File: config.mk
export PLATFORM = sky130hd
export DESIGN_NAME = pll_reset_sequencer
export DESIGN_NICKNAME = d
export VERILOG_FILES = /design/src/rtl/pll_seq_pkg.sv /design/src/rtl/sync_2ff.sv /design/src/rtl/pll_reset_sequencer.sv
export SDC_FILE = /design/constraint.sdc
export NUM_CORES = 1
export LEC_CHECK = 0
export ABC_AREA = 1
export BUFFER_PORTS_ARGS = -buffer_cell sky130_fd_sc_hd__buf_2
export CORE_MARGIN = 8
export CORE_UTILIZATION = 49
export CTS_CLUSTER_DIAMETER = 150
export DETAILED_ROUTE_END_ITERATION = 8
export HOLD_SLACK_MARGIN = 0.08
export PLACE_DENSITY = 0.7
export SYNTH_ARGS = -nofsm -noshare
export SYNTH_HDL_FRONTEND = slang
export SYNTH_SLANG_ARGS = --single-unit
File: constraint.sdc
create_clock -name clk -period 1.8 [get_ports clk]
set_input_delay 0.36 -clock clk [delete_from_list [all_inputs] [get_ports clk]]
set_output_delay 0.36 -clock clk [all_outputs]
set_load 0.05 [all_outputs]
File: src/rtl/pll_seq_pkg.sv
// Shared state encoding, timing defaults and output decode for the PLL reset sequencer.
package pll_seq_pkg;

  localparam int STATE_W           = 3;
  localparam int DEF_RST_CYCLES    = 16;
  localparam int DEF_LOCK_TIMEOUT  = 4096;
  localparam int DEF_STABLE_CYCLES = 256;
  localparam int DEF_MAX_RETRIES   = 3;
  localparam int DEF_CNT_W         = 16;

  typedef enum logic [STATE_W-1:0] {
    RESET_PLL = 3'd0,
    WAIT_LOCK = 3'd1,
    STABLE    = 3'd2,
    RUN       = 3'd3,
    FAULT     = 3'd4
  } pll_state_e;

  typedef struct packed {
    logic pll_resetb;
    logic pll_bypass;
    logic sys_rst;
    logic ready;
    logic fault;
  } seq_out_t;

  // fault_settled: in FAULT, the datapath may leave reset once the bypassed clock has settled
  function automatic seq_out_t decode_outputs(input pll_state_e st, input logic fault_settled);
    seq_out_t o;
    o = '{pll_resetb: 1'b0, pll_bypass: 1'b0, sys_rst: 1'b1, ready: 1'b0, fault: 1'b0};
    case (st)
      RESET_PLL: o.pll_resetb = 1'b0;
      WAIT_LOCK, STABLE: o.pll_resetb = 1'b1;
      RUN: begin
        o.pll_resetb = 1'b1;
        o.sys_rst    = 1'b0;
        o.ready      = 1'b1;
      end
      FAULT: begin
        o.pll_bypass = 1'b1;
        o.fault      = 1'b1;
        o.sys_rst    = ~fault_settled;
      end
      default: o.pll_resetb = 1'b0;
    endcase
    return o;
  endfunction

endpackage

File: src/rtl/sync_2ff.sv
// Generic two-flop synchronizer with asynchronous active-high reset.
module sync_2ff #(
  parameter logic RST_VAL = 1'b0
) (
  input  logic clk,
  input  logic rst,
  input  logic d,
  output logic q
);

  logic meta_r;
  logic q_r;

  // two-stage capture of the asynchronous input
  always_ff @(posedge clk or posedge rst) begin
    if (rst) begin
      meta_r <= RST_VAL;
      q_r    <= RST_VAL;
    end else begin
      meta_r <= d;
      q_r    <= meta_r;
    end
  end

  assign q = q_r;

endmodule

File: src/rtl/pll_reset_sequencer.sv
// Brings the PLL out of reset, qualifies lock, gates the system reset and falls
// back to PLL bypass after repeated lock failures.
module pll_reset_sequencer
  import pll_seq_pkg::*;
#(
  parameter int RST_CYCLES    = DEF_RST_CYCLES,
  parameter int LOCK_TIMEOUT  = DEF_LOCK_TIMEOUT,
  parameter int STABLE_CYCLES = DEF_STABLE_CYCLES,
  parameter int MAX_RETRIES   = DEF_MAX_RETRIES,
  parameter int CNT_W         = DEF_CNT_W
) (
  input  logic               clk,
  input  logic               rst,
  input  logic               pll_lock_i,
  input  logic               retry_i,
  output logic               pll_resetb_o,
  output logic               pll_bypass_o,
  output logic               sys_rst_o,
  output logic               ready_o,
  output logic               fault_o,
  output logic [STATE_W-1:0] state_o,
  output logic [1:0]         retry_cnt_o
);

  localparam logic [CNT_W-1:0] RST_LAST    = CNT_W'(RST_CYCLES - 1);
  localparam logic [CNT_W-1:0] TMO_LAST    = CNT_W'(LOCK_TIMEOUT - 1);
  localparam logic [CNT_W-1:0] STABLE_LAST = CNT_W'(STABLE_CYCLES - 1);
  localparam logic [CNT_W-1:0] STABLE_FULL = CNT_W'(STABLE_CYCLES);
  localparam logic [1:0]       RETRY_MAX   = 2'(MAX_RETRIES);

  logic       lock_s;
  pll_state_e state_r, state_s;
  logic [CNT_W-1:0] cnt_r, cnt_s;
  logic [1:0] retry_cnt_r, retry_cnt_s;
  seq_out_t   out_r, out_s;

  sync_2ff #(.RST_VAL(1'b0)) u_lock_sync (
    .clk (clk),
    .rst (rst),
    .d   (pll_lock_i),
    .q   (lock_s)
  );

  // state, counter, retry count and outputs all update on the same edge
  always_ff @(posedge clk or posedge rst) begin
    if (rst) begin
      state_r     <= RESET_PLL;
      cnt_r       <= '0;
      retry_cnt_r <= 2'd0;
      out_r       <= decode_outputs(RESET_PLL, 1'b0);
    end else begin
      state_r     <= state_s;
      cnt_r       <= cnt_s;
      retry_cnt_r <= retry_cnt_s;
      out_r       <= out_s;
    end
  end

  // next-state, counter and retry bookkeeping
  always_comb begin
    state_s     = state_r;
    retry_cnt_s = retry_cnt_r;
    cnt_s       = (cnt_r == {CNT_W{1'b1}}) ? cnt_r : cnt_r + CNT_W'(1);
    case (state_r)
      RESET_PLL: begin
        if (cnt_r >= RST_LAST) state_s = WAIT_LOCK;
        else                   state_s = RESET_PLL;
      end
      WAIT_LOCK: begin
        if (lock_s) begin
          state_s = STABLE;
        end else if (cnt_r >= TMO_LAST) begin
          if (retry_cnt_r < RETRY_MAX) begin
            retry_cnt_s = retry_cnt_r + 2'd1;
            state_s     = RESET_PLL;
          end else begin
            state_s = FAULT;
          end
        end else begin
          state_s = WAIT_LOCK;
        end
      end
      STABLE: begin
        if (!lock_s) begin
          state_s = WAIT_LOCK;
        end else if (cnt_r >= STABLE_LAST) begin
          state_s     = RUN;
          retry_cnt_s = 2'd0;
        end else begin
          state_s = STABLE;
        end
      end
      RUN: begin
        if (retry_i) begin
          state_s     = RESET_PLL;
          retry_cnt_s = 2'd0;
        end else if (!lock_s) begin
          state_s = RESET_PLL;
        end else begin
          state_s = RUN;
        end
      end
      FAULT: begin
        if (retry_i) begin
          state_s     = RESET_PLL;
          retry_cnt_s = 2'd0;
        end else begin
          state_s = FAULT;
        end
      end
      default: begin
        state_s     = RESET_PLL;
        retry_cnt_s = 2'd0;
      end
    endcase
    if (state_s != state_r) cnt_s = '0;
    else                    cnt_s = cnt_s;
    out_s = decode_outputs(state_s, (cnt_s >= STABLE_FULL));
  end

  assign pll_resetb_o = out_r.pll_resetb;
  assign pll_bypass_o = out_r.pll_bypass;
  assign sys_rst_o    = out_r.sys_rst;
  assign ready_o      = out_r.ready;
  assign fault_o      = out_r.fault;
  assign state_o      = state_r;
  assign retry_cnt_o  = retry_cnt_r;

endmodule

### Word level (Yosys, flattened, before mapping)

Index checks and enable logic that the tools add are counted.

* flip-flop bits (word level): 27
* input bits: 4
* logic and storage cells: 61
* output and inout port bits: 10

* mux-type cells: 23
* reduce and logical (&&, ||, !) cells: 4
* $add $sub $neg: 2
* equal/unequal tests: 16
* $lt $le $gt $ge: 5
* bitwise gates (word level): 2

Operators with widths (count)
* $mux W16: 2
* $mux W2: 9
* $add A16 B1 Y16 const B: 1
* $eq A16 B16 Y1 const B: 1
* $ge A16 B12 Y1 const B: 1
* $ge A16 B4 Y1 const B: 1
* $ge A16 B8 Y1 const B: 1
* $ge A16 B9 Y1 const B: 1
* $pmux W3 S5: 1
* $eq A3 B2 Y1 const B: 4
* $mux W3: 4
* $ne A2 B2 Y1 const B: 4
* $pmux W2 S4: 1
* $reduce_and A7 Y1: 1
* $eq A3 B1 Y1 const B: 2
* $eq A3 B3 Y1 const B: 2
* $mux W1: 5
* $ne A2 B1 Y1 const B: 2
* $logic_not A3 Y1: 1
* $ne A3 B3 Y1: 1
* $reduce_or A3 Y1: 1
* $add A2 B1 Y2 const B: 1
* $lt A2 B2 Y1 const B: 1
* $not A1 Y1: 2
* 2 further kinds: 2

### Depth between registers and ports, before layout

* depth in word-level cells: 10
* depth in mapped cells: 14
* gate-level depth less buffers: 14

### Hierarchy

From an unflattened synthesis, not the netlist that was laid out.

* cell total of the unflattened synthesis: 221
* area, all modules: 1681.6 um2

Modules (own cells, without submodules)
* pll_reset_sequencer: sequential area each 626.9 um2, area each 1627.8 um2, times used 1, cells each 218
* sync_2ff: sequential area each 50.0 um2, area each 53.8 um2, times used 1, cells each 3

### Worst setup path before layout

Ideal clock, no wire load.

* path type: register -> register
* start point: reg state_r[0], in the netlist state_o[0]
* end point: reg out_r (netlist bit sys_rst_o)
* data arrival time: 1.797 ns
* data required time: 1.725 ns
* buffers on the path: 0
* period minus slack after synthesis: 1.873 ns
* setup time: 0.075 ns
* stages on the path, launching flop included: 12
* slack: -0.073 ns
* path through: dfrtp_1 -> inv_2 -> nor2_4 -> nand3_2 -> a31oi_1 -> nand2_1 -> nor2_4 -> nand3_1 -> nand2_1 -> nor2_1 -> nand2_1 -> nand2_1

RTL lines
* start, declared: RTL line pll_reset_sequencer.sv:32 `pll_state_e state_r, state_s;`
* start signal, assigned: RTL line pll_reset_sequencer.sv:52 `state_r <= state_s;`
* end signal, assigned: RTL line pll_reset_sequencer.sv:50 `out_r <= decode_outputs(RESET_PLL, 1'b0);`
* end signal, assigned: RTL line pll_reset_sequencer.sv:55 `out_r <= out_s;`
* end, declared: RTL line pll_reset_sequencer.sv:35 `seq_out_t out_r, out_s;`

==> impl_summary.log <==
[metrics] worst setup slack after placement: -20.99 ps
[metrics] fill cell total of the finished layout: 324
[metrics] number of distinct library cells after synthesis: 33
[metrics] power dissipated by switching net loads: 1.051 mW
[metrics] layout cells sized above 1: 31.09%
[metrics] vertical die dimension: 73.79 um
[metrics] critical path buffer and inverter count: 1
[metrics] share of total power in sequential cells: 36.4%
[metrics] standard-cell row count: 21
[metrics] initial core utilization: 49.83%
[metrics] via count of the first global-routing pass: 1396
[metrics] number of sinks driven by the clock tree: 27
[metrics] Top cell by count, worst path: sky130_fd_sc_hd__nand2_1
[metrics] data required time of the critical path: 2070 ps
[metrics] final period utilization: 100.8%
[metrics] signed area change from the synthesized netlist to the final layout: 16.59%
[metrics] Final setup violation count: 1
[metrics] number of synthesized register bits: 27
[metrics] final-report hold violation count: 0
[metrics] number of instances in the synthesized netlist: 213
[metrics] Clock H-tree levels: 1
[metrics] worst setup skew after layout: 6.651 ps
[metrics] max_slew headroom: 77.40%
[metrics] crit-path leading delay family: simple AND/OR/NAND/NOR gates
[metrics] Sum Neg Setup Slack: -14.37 ps
[metrics] CP arrival: 2080 ps
[metrics] Routed Wire Length: 3411 um
[metrics] global-route wire length before repair: 5878 um
[metrics] uppermost signal routing layer after detailed routing: met4
[metrics] max_cap viols: 0
[metrics] internal power: 1.193 mW
[metrics] TritonCTS clock tree: built
[metrics] number of buffer cells added on primary ports: 13
[metrics] Pre-Repair DR Iteration Count: 4
[metrics] CP startpoint kind: flip-flop
[metrics] achievable clock frequency: 551.2 MHz
[metrics] violations in the final reports: negative setup slack
[metrics] library cell used as clock root buffer: sky130_fd_sc_hd__clkbuf_4
[metrics] number of CTS-inserted buffers: 3
[metrics] Post-Syn Area: 1637 um2
[metrics] Initial DRC Count: 59
[metrics] stage delay of the slowest cell on the critical path: 500 ps
[metrics] full die area: 5445 um2
[metrics] register cell area after layout: 680.7 um2
[metrics] total count of max-transition violations in the final report: 0
[metrics] cell-by-cell trace of the critical path: inv_4, nor2_4, nand2_2, nor2_1, a31oi_1, nand2_1, nor2_4, nand3_2, nand2_1, nor2_1, nand2_1, nand2_1
[metrics] switching power as a share of total power: 46.84%
[metrics] top register by number of flip-flops: cnt_r
[metrics] average vias per placed instance: 5.099
[metrics] endpoint class of the critical path: flip-flop
[metrics] largest net degree at the start of global routing: 28
[metrics] Setup WS post-layout: -14.37 ps
[metrics] global placer's final weighted congestion: 0.8563
[metrics] slowest stage cell, crit path: sky130_fd_sc_hd__dfrtp_2
[metrics] post-route met1 wirelength: 1643 um
[metrics] total power density per cell area: 1176 nW/um2
[metrics] all-layer global routing usage: 13.88%
[metrics] number of vias in the routed layout: 1448
[metrics] Worst-Skew Late Latency: 320 ps
[metrics] top library cells by usage in the layout, fill and taps aside: sky130_fd_sc_hd__nand2_1 (42), sky130_fd_sc_hd__inv_1 (25), sky130_fd_sc_hd__nor2_1 (25)
[metrics] Avg WL per Cell: 12.01 um
[metrics] leakage power: 0.9670 nW
[metrics] count of nets left with antenna violations after detail routing: 0
[metrics] core outline area: 3284 um2
[metrics] sequential element share of the synthesized area: 41.36%
[metrics] ports placed on the boundary: 14
[metrics] highest fanout seen on the critical path: 8
[metrics] class of the most critical hold timing path: primary input to flip-flop
[metrics] status: complete, but fails checks
[metrics] synthesized netlist net count: 219
[metrics] total gr overflow: 0
[metrics] Post-Route Hold Slack: 134.2 ps
[metrics] Clk pin slew, worst setup/hold paths: 140 ps
[metrics] type of the worst setup path: flip-flop to flip-flop
[metrics] flip-flop count of the largest register after layout: 16
[metrics] share of synthesized registers carrying an async set or reset: 100.0%
[metrics] most common cell after layout, fill and taps aside: sky130_fd_sc_hd__nand2_1
[metrics] wire length on met3: 110 um
[metrics] yosys synthesis warning count: 0
[metrics] area taken by multi-input logic gates: 888.4 um2
[metrics] number of enable flip-flop cells after synthesis: 0
[metrics] drt drc: 0
[metrics] transition time at the pin with the least slew margin: 339.1 ps
[metrics] mean cell area of the mapped netlist: 7.683 um2
[metrics] combinational group share of total power: 51.9%
[metrics] unrepaired setup endpoints after global routing: true
[metrics] n_diodes: 0
[metrics] total chip power: 2.245 mW
[metrics] main flop type after synthesis: sky130_fd_sc_hd__dfrtp_1
[metrics] clk buf depth: 2
[metrics] initial antenna violation count: 0
[metrics] Met2 Wirelength: 1596 um
[metrics] die width: 73.79 um
[metrics] sum of net half-perimeters after detailed placement: 2594 um
[metrics] number of nets in the finished design: 245
[metrics] largest voltage drop on the vdd net: 0.4333 mV
[metrics] time the worst path needs with I/O delays and setup: 1814 ps
[metrics] clock group share of total power: 11.7%
-- power by group through the flow --
stage,clock (mW),sequential [mW],combinational (mW)
6_report,0.262,0.816,1.17
5_1_grt,0.294,0.833,1.28
2_1_floorplan,0,0.973,0.631
3_5_place_dp,0,0.822,1.05
3_3_place_gp,0,0.821,1.04
4_1_cts,0.271,0.809,1.13
-- worst register-to-register path, stage by stage (launching register included) --
cell and delay, ps:
sky130_fd_sc_hd__dfrtp_2 500, sky130_fd_sc_hd__inv_4 100, sky130_fd_sc_hd__nor2_4 40, sky130_fd_sc_hd__nand2_2 110, sky130_fd_sc_hd__nor2_1 80, sky130_fd_sc_hd__a31oi_1 150, sky130_fd_sc_hd__nand2_1 120, sky130_fd_sc_hd__nor2_4 300
sky130_fd_sc_hd__nand3_2 140, sky130_fd_sc_hd__nand2_1 90, sky130_fd_sc_hd__nor2_1 40, sky130_fd_sc_hd__nand2_1 50, sky130_fd_sc_hd__nand2_1 50
-- metrics by stage --
| stage | utilization (%) | area [um2] | cells |
|---|---|---|---|
| 6_report | 58.10 | 1908 | 284 |
| 5_1_grt | 58.10 | 1908 | 284 |
| 4_1_cts | 57.10 | 1876 | 283 |
| 3_5_place_dp | 54.55 | 1792 | 276 |
| 3_3_place_gp | 54.55 | 1792 | 276 |
| 2_1_floorplan | - | 1639 | 213 |
-- path summary, 6_finish.rpt --
check,end,slack (ps),from,cells after the start
max in group asynchronous,sys_rst_o$_DFF_PP1_,880,rst,4
worst min register to register,u_lock_sync.q$_DFF_PP0_,370,u_lock_sync.meta_r$_DFF_PP0_,0
worst max-delay path,sys_rst_o$_DFF_PP1_,-10,state_o[0]$_DFF_PP0_,12
min in group asynchronous,cnt_r[2]$_DFF_PP0_,610,rst,4
worst max register to register,sys_rst_o$_DFF_PP1_,-10,state_o[0]$_DFF_PP0_,12
worst min-delay path,u_lock_sync.meta_r$_DFF_PP0_,130,pll_lock_i,1
-- cells in the mapped netlist, drive strengths merged, types with 2 or more instances --
library cell | number | area [um2]
o211ai | 2 | 15.01
a31oi | 4 | 25.02
o22ai | 2 | 12.51
ha | 2 | 25.02
a21oi | 8 | 51.30
xnor2 | 2 | 17.52
or2 | 5 | 31.28
o21ai | 5 | 25.02
nor3 | 4 | 25.02
nand3 | 22 | 125.1
nor2 | 37 | 178.9
dfrtp | 26 | 650.6
nand2 | 51 | 219.0
inv | 30 | 112.6
nand4 | 3 | 25.02
xor2 | 2 | 17.52
-- cell families after synthesis --
kind of cell | Yosys count | share of synthesized area [%]
simple gates | 124 | 38.07
buf+inv | 32 | 7.645
flops | 27 | 41.36
compound gates | 24 | 9.250
xor+xnor | 4 | 2.141
fa+ha+maj | 2 | 1.529
-- repair_timing --
item / 4_1_cts / 5_1_grt
buffers inserted: 2 / 1
hold buffers: 1 / 0
endpoints found under the hold margin: 26 / 0
gates resized for setup: 8 / 11
endpoints found under the setup margin: 1 / 14
pin swaps: 6 / 10
-- cell type report --
cell class                 instances  share of cell area, %
clock buffer                       4                  1.377
timing repair buffer              22                  7.082
tap                               46                  3.016
multi-input combinational        154                  46.56
inverter                          31                  6.295
sequential                        27                  35.67
-- layer usage --
metal	track usage (%)	up-vias
li1	-	736
met1	17.27	681
met2	22.93	27
met3	1.637	4
met4	6.874	0
met5	0	-
Note: power is estimated with default switching activity, not from simulation.
